$ cat src/rtl/tick_divider.sv
// rtl/tick_divider.sv - programmable tick generator with periodic/one-shot modes
//
// Counts clk cycles from 0 up to a programmable terminal value P, then wraps
// to 0 and emits a one-cycle tick. The tick period is P+1 enabled cycles.
//
// Ports:
//   clk        system clock, rising edge
//   rst        asynchronous active-high reset
//   en         count enable; low freezes count and suppresses tick
//   mode       0 = periodic, 1 = one-shot (sampled at terminal count)
//   start      one-cycle strobe; begins or restarts a count from 0
//   period_in  new terminal count value
//   period_wr  one-cycle strobe; writes period_in into the shadow register
//   count      current counter value
//   tick       registered one-cycle pulse on the wrap from P to 0
//   toggle     inverts at every tick (divided clock)
//   busy       high while running
module tick_divider #(
    parameter int WIDTH          = 25,
    parameter int DEFAULT_PERIOD = 25000000,
    parameter bit AUTO_START     = 1'b1
) (
    input  logic             clk,
    input  logic             rst,
    input  logic             en,
    input  logic             mode,
    input  logic             start,
    input  logic [WIDTH-1:0] period_in,
    input  logic             period_wr,
    output logic [WIDTH-1:0] count,
    output logic             tick,
    output logic             toggle,
    output logic             busy
);

    localparam logic [WIDTH-1:0] DEF_P = WIDTH'(DEFAULT_PERIOD);

    typedef enum logic {
        ST_IDLE = 1'b0,
        ST_RUN  = 1'b1
    } state_t;

    state_t           state_q,   state_d;
    logic [WIDTH-1:0] count_q,   count_d;
    logic [WIDTH-1:0] period_q,  period_d;
    logic [WIDTH-1:0] shadow_q,  shadow_d;
    logic             pending_q, pending_d;
    logic             tick_q,    tick_d;
    logic             toggle_q,  toggle_d;

    always_ff @(posedge clk or posedge rst) begin
        if (rst) begin
            state_q   <= AUTO_START ? ST_RUN : ST_IDLE;
            count_q   <= '0;
            period_q  <= DEF_P;
            shadow_q  <= DEF_P;
            pending_q <= 1'b0;
            tick_q    <= 1'b0;
            toggle_q  <= 1'b0;
        end else begin
            state_q   <= state_d;
            count_q   <= count_d;
            period_q  <= period_d;
            shadow_q  <= shadow_d;
            pending_q <= pending_d;
            tick_q    <= tick_d;
            toggle_q  <= toggle_d;
        end
    end

    always_comb begin
        state_d   = state_q;
        count_d   = count_q;
        period_d  = period_q;
        shadow_d  = shadow_q;
        pending_d = pending_q;
        tick_d    = 1'b0;
        toggle_d  = toggle_q;

        case (state_q)
            ST_IDLE: begin
                count_d = '0;
                // Nothing is counting, so a new period can land in P at once.
                if (period_wr) begin
                    period_d  = period_in;
                    shadow_d  = period_in;
                    pending_d = 1'b0;
                end
                if (start) begin
                    state_d = ST_RUN;
                end
            end

            ST_RUN: begin
                if (start) begin
                    // Restart beats a coincident terminal count: no tick, no
                    // toggle flip. The new count begins at 0, so a pending
                    // period can safely take over here.
                    count_d = '0;
                    if (pending_q) begin
                        period_d  = shadow_q;
                        pending_d = 1'b0;
                    end
                    if (period_wr) begin
                        shadow_d  = period_in;
                        pending_d = 1'b1;
                    end
                end else if (en && (count_q == period_q)) begin
                    count_d  = '0;
                    tick_d   = 1'b1;
                    toggle_d = ~toggle_q;
                    // A write on the wrap cycle itself is newer than any
                    // shadow value, so it goes straight into P.
                    if (period_wr) begin
                        period_d  = period_in;
                        shadow_d  = period_in;
                        pending_d = 1'b0;
                    end else if (pending_q) begin
                        period_d  = shadow_q;
                        pending_d = 1'b0;
                    end
                    if (mode) begin
                        state_d = ST_IDLE;
                    end
                end else begin
                    if (en) begin
                        count_d = count_q + WIDTH'(1);
                    end
                    // P stays fixed mid-count so count never exceeds it;
                    // the new value waits in the shadow until the next wrap.
                    if (period_wr) begin
                        shadow_d  = period_in;
                        pending_d = 1'b1;
                    end
                end
            end

            default: begin
                state_d = ST_IDLE;
            end
        endcase
    end

    assign count  = count_q;
    assign tick   = tick_q;
    assign toggle = toggle_q;
    assign busy   = (state_q == ST_RUN);

endmodule

$ cat config.mk
export PLATFORM = sky130hd
export DESIGN_NAME = tick_divider
export DESIGN_NICKNAME = d
export VERILOG_FILES = /design/src/rtl/tick_divider.sv
export SDC_FILE = /design/constraint.sdc
export NUM_CORES = 1
export LEC_CHECK = 0
export ABC_CLOCK_PERIOD_IN_PS = 2250
export CAP_MARGIN = 20
export CORE_ASPECT_RATIO = 1.1
export CORE_MARGIN = 5
export CORE_UTILIZATION = 45
export CTS_BUF_LIST = sky130_fd_sc_hd__clkbuf_4
export CTS_CLUSTER_SIZE = 8
export DETAILED_ROUTE_END_ITERATION = 8
export PLACE_DENSITY = 0.8
export SLEW_MARGIN = 25
export SYNTH_ARGS = -nofsm -noshare
export SYNTH_HDL_FRONTEND = slang
export SYNTH_SLANG_ARGS = --single-unit
$ cat constraint.sdc
create_clock -name clk -period 2.25 [get_ports clk]
set_input_delay 0.225 -clock clk [delete_from_list [all_inputs] [get_ports clk]]
set_output_delay 0.225 -clock clk [all_outputs]
set_load 0.01 [all_outputs]
# Word-level counts from Yosys, hierarchy flattened
# Cells that the tools add are included.
[op_classes] n_lt_le_gt_ge=0 n_eq_ne=5 n_div=0 add_sub_neg=1 n_mul=0 n_bitwise=3 n_reduce_logical=4 shift=0 mux=24
[ops] cell="$mux W25" count=8
[ops] cell="$pmux W25 S2" count=2
[ops] cell="$add A25 B1 Y25 const B" count=1
[ops] cell="$eq A25 B25 Y1" count=1
[ops] cell="$mux W1" count=12
[ops] cell="$ne A4 B3 Y1 const B" count=2
[ops] cell="$pmux W1 S2" count=2
[ops] cell="$reduce_and A2 Y1" count=2
[ops] cell="$ne A3 B2 Y1 const B" count=1
[ops] cell="$not A1 Y1" count=3
[ops] cell="$reduce_and A3 Y1" count=1
[ops] cell="$ne A2 B2 Y1 const B" count=1
[ops] cell="$logic_and A1 B1 Y1" count=1
[totals] ramBits=0 latch_bits=0 output_inout_bits=28 memories=0 in_bits=31 ff_bits=79 rom_bits=0 word_cells=44

# Longest topological paths before layout
[logic_depth] ltp_word=5 mapped_depth=8 depth_no_buf=5

# Worst setup path after synthesis
# No wires, ideal clock.
[synth_path] kind="register to register" from="register count_q[10] (netlist: count[10])" to="register count_q[5] (netlist: count[5])" required_ps=2131 n_path_buf=2 path_stages_with_launch=8 arrival_time_ps=1724 path_slack_ps=408 synth_period_minus_slack_ps=1842 setup_ps=119 cell_sequence="dfrtp_1 xnor2_1 nand4_1 nor4_4 a21o_1 buf_4 buf_4 nor2_1"
[synth_via] elab_chain_len=5 word_cells_on_any_way=6 cone_classes="eq/ne: 2; mux: 3; reduce/logical: 1"
[synth_rtl] element="start, declared" line_no="44" rtl="logic [WIDTH-1:0] count_q, count_d;"
[synth_rtl] element="start signal, assigned" line_no="62" rtl="count_q <= count_d;"
[synth_rtl] element="$eq A25 B25 Y1 (*)" line_no="108" rtl="end else if (en && (count_q == period_q)) begin"
[synth_rtl] element="$logic_and A1 B1 Y1 (*)" line_no="108"
[synth_rtl] element="$mux W25" line_no="108"
[synth_rtl] element="$mux W25" line_no="95" rtl="if (start) begin"
[synth_rtl] element="$pmux W25 S2" line_no="80" rtl="case (state_q)"
# Every way passes the cells marked *; elsewhere a longest branch is shown, timed or not.
# A chain may end at the register's enable or synchronous reset.

# Worst setup path in the final report
[layout_path] from="register count_q[18] (netlist: count[18])" to="register period_q[23]"
[layout_via] elab_chain_len=4
[layout_rtl] element="$eq A25 B25 Y1" line_no="108"
[layout_rtl] element="$logic_and A1 B1 Y1" line_no="108"
[layout_rtl] element="$ne A3 B2 Y1 (no line)"
[layout_rtl] element="$reduce_and A2 Y1 (no line)"
[layout_rtl] element="end signal, assigned" line_no="63" rtl="period_q <= period_d;"
[layout_rtl] element="end, declared" line_no="45" rtl="logic [WIDTH-1:0] period_q, period_d;"
# No other way between the ends.

==> metrics.md <==
| Metric | Value |
|---|---|
| Status | `complete, no violations` |
| Post-synthesis sequential area ratio | `48.0%` |
| Synth area leader | `dfrtp_1` |
| Worst endpoint required time | `2.60 ns` |
| Antenna cells | `0` |
| Finished Layout Cells | `600` |
| Vias in the first global route | `3,284` |
| Remaining routing DRC violations | `0` |
| Port Buffer Count | `58` |
| Pin count of the biggest net entering global routing | `51` |
| CTS Sinks | `79` |
| Setup CP Type | `flop to flop` |
| Synth-to-layout area growth | `23.0%` |
| Initial antenna violation count | `0` |
| Synth top area cells | `dfrtp_1 (32%), dfstp_2 (16%), xnor2_1 (9.0%)` |
| Worst vdd ir | `0.000584 V` |
| Final WL | `9620 um` |
| Clock transition at the registers of the reported paths | `0.14 ns` |
| Cell Chain, Critical Path | `xnor2_1, nand4_1, nor4_4, a21bo_1, buf_12, a2bb2oi_1` |
| # Post-CTS Setup Buffers | `0` |
| Leak pwr | `2.02 nW` |
| Max_slew headroom | `61.6%` |
| MaxCap Viol Count | `0` |
| Core box area | `0.00921 mm2` |
| NumNets Final | `510` |
| Slew @ Worst Pin | `0.576 ns` |
| Via/cell ratio | `5.51` |
| Final setup TNS | `0 ns` |
| Post-synth ARST share | `100%` |
| Vias | `3,304` |
| Final Setup Violations | `0` |
| CP peak stage delay | `0.48 ns` |
| Fin. Hold Viols | `0` |
| CTS tree | `built` |
| Final Cycle Share | `92.4%` |
| EDFF count, synth | `0` |
| CP max stage cell | `dfrtp_1` |
| Synth Flop Type | `dfrtp_1` |
| Remaining antenna violation count after routing | `0` |
| Syn nets | `453` |
| Clk_lat worst skew | `0.43 ns` |
| Root buffer cell | `clkbuf_4` |
| Crit path DAT | `2.43 ns` |
| Die footprint | `0.0113 mm2` |
| DIE WIDTH | `102 um` |
| CTS resizes | `0` |
| Hold WS | `0.175 ns` |
| Cell family with most CP delay | `simple AND/OR/NAND/NOR gates` |
| CP endpoint kind | `flop` |
| RSZ-0062 raised after global routing | `no` |
| Layout cells sized above 1 | `17.2%` |
| Gate Count Post-Synth | `421` |
| Inst Count DP | `584` |
| Site Rows | `37` |
| Htree depth | `3` |
| Power density cells | `648 mW/mm2` |
| Top cell type's share of synthesized area | `32.3%` |
| Pins Over Slew Limit | `0` |
| Grt ovf | `0` |
| I/O pins | `59` |
| Yosys warns | `0` |
| First drt pass iteration count | `5` |
| Seq cells post-synth | `79` |
| Total Routing Usage GR | `18.2%` |
| Initial Util | `45.4%` |
| Hold Crit Class | `primary input to async pin` |
| DP Wirelength | `7200 um` |
| Most frequent cells in the layout | `clkdlybuf4s50_1 (58), dfrtp_1 (54), xnor2_1 (43)` |
| Critical path startpoint category | `flop` |
| Hold Buf Count CTS | `0` |
| DR WL/cell | `16.0 um` |
| Placer Congestion | `0.802` |
| CTS buffer count | `9` |
| Final worst path period need | `2.08 ns` |
| Mapped Area | `0.00418 mm2` |
| Max Clock Freq | `0.481 GHz` |
| R2R cell count | `6` |
| Number of buffer and inverter stages on the critical path | `1` |
| Distinct cell type count after synthesis | `38` |
| First-pass GRT wire length | `16,400 um` |
| Syn_area_per_cell | `9.93 um2` |
| Worst clock skew | `0.0179 ns` |
| Clk buf depth | `2` |
| Initial DRC count | `284` |
| Commonest non-fill, non-tap cell in the layout | `clkdlybuf4s50_1` |
| Crit. path cell count | `6` |
| Worst-path maximum fanout | `25` |
| Die Ht | `111 um` |
| Total power | `3.33 mW` |
[stage by stage]
| stage | instance area [um2] | util [%] | setup WS, ns |
|---|---|---|---|
| after floorplan | 4180 | - | 0.0430 |
| after global placement | 4970 | 53.9 | 0.202 |
| after detailed placement | 4970 | 53.9 | 0.103 |
| after CTS | 5140 | 55.8 | 0.175 |
| after global routing | 5140 | 55.8 | 0.0361 |
| final | 5140 | 55.8 | 0.170 |
[final cells by class]
class,count,area (um2)
fill,795,4070
sequential,79,2010
multi-input combinational,284,1920
timing repair buffer,74,776
tap,117,146
inverter,30,113
clock inverter,7,110
clock buffer,9,67.6
[worst paths after layout]
check	from	end	slack [ns]
max	count[18]	period_q[23]	0.17
min	rst	period_q[17]	0.17
max reg2reg	count[18]	period_q[23]	0.17
min reg2reg	toggle	toggle	0.48
max in group asynchronous	rst	shadow_q[20]	1.44
min in group clk	period_in[13]	shadow_q[13]	0.34
[per-layer routing]
metal / GRT usage (%) / part of all wire, % / vias to the layer above
li1: - / - / 1593
met1: 25.0 / 43 / 1604
met2: 28.9 / 50 / 90
met3: 3.02 / 5.4 / 17
met4: 6.12 / 1.7 / 0
met5: 0 / 0 / -
[report_power, final]
part / internal, mW / switching (mW) / total [mW] / leakage (nW)
Sequential: 1.58 / 0.100 / 1.68 / 0.956
Combinational: 0.310 / 0.278 / 0.588 / 0.968
Clock: 0.556 / 0.505 / 1.06 / 0.0977
[synthesized netlist by cell type, types with 3 or more instances]
library cell,instances
nand3_1,9
a2bb2oi_1,5
o21ai_0,27
nor4_1,3
inv_1,30
dfstp_2,25
nand4_1,15
buf_2,8
and3_1,3
a211oi_1,25
xnor2_1,43
a2bb2oi_2,20
buf_4,3
clkbuf_1,12
nor3_1,11
nor2_1,26
dfrtp_1,54
xor2_1,5
buf_1,3
nand2_1,41
a21oi_1,28
a21o_1,3
[registers in the layout (all words and copies together) (netlist names)]
signal and count:
busy 1, count 25, pending_q 1, period_q 25, shadow_q 25, tick 1, toggle 1
[cells by family after synthesis]
logic type,synth area share (%)
buffers and inverters,6.08
DFF,48.0
xor gates and xnor gates,10.1
AOI/OAI and AO/OA,20.6
adders and majority gates,0.299
and+or+nand+nor,14.9
No activity file was read; power rests on OpenSTA's default activity.
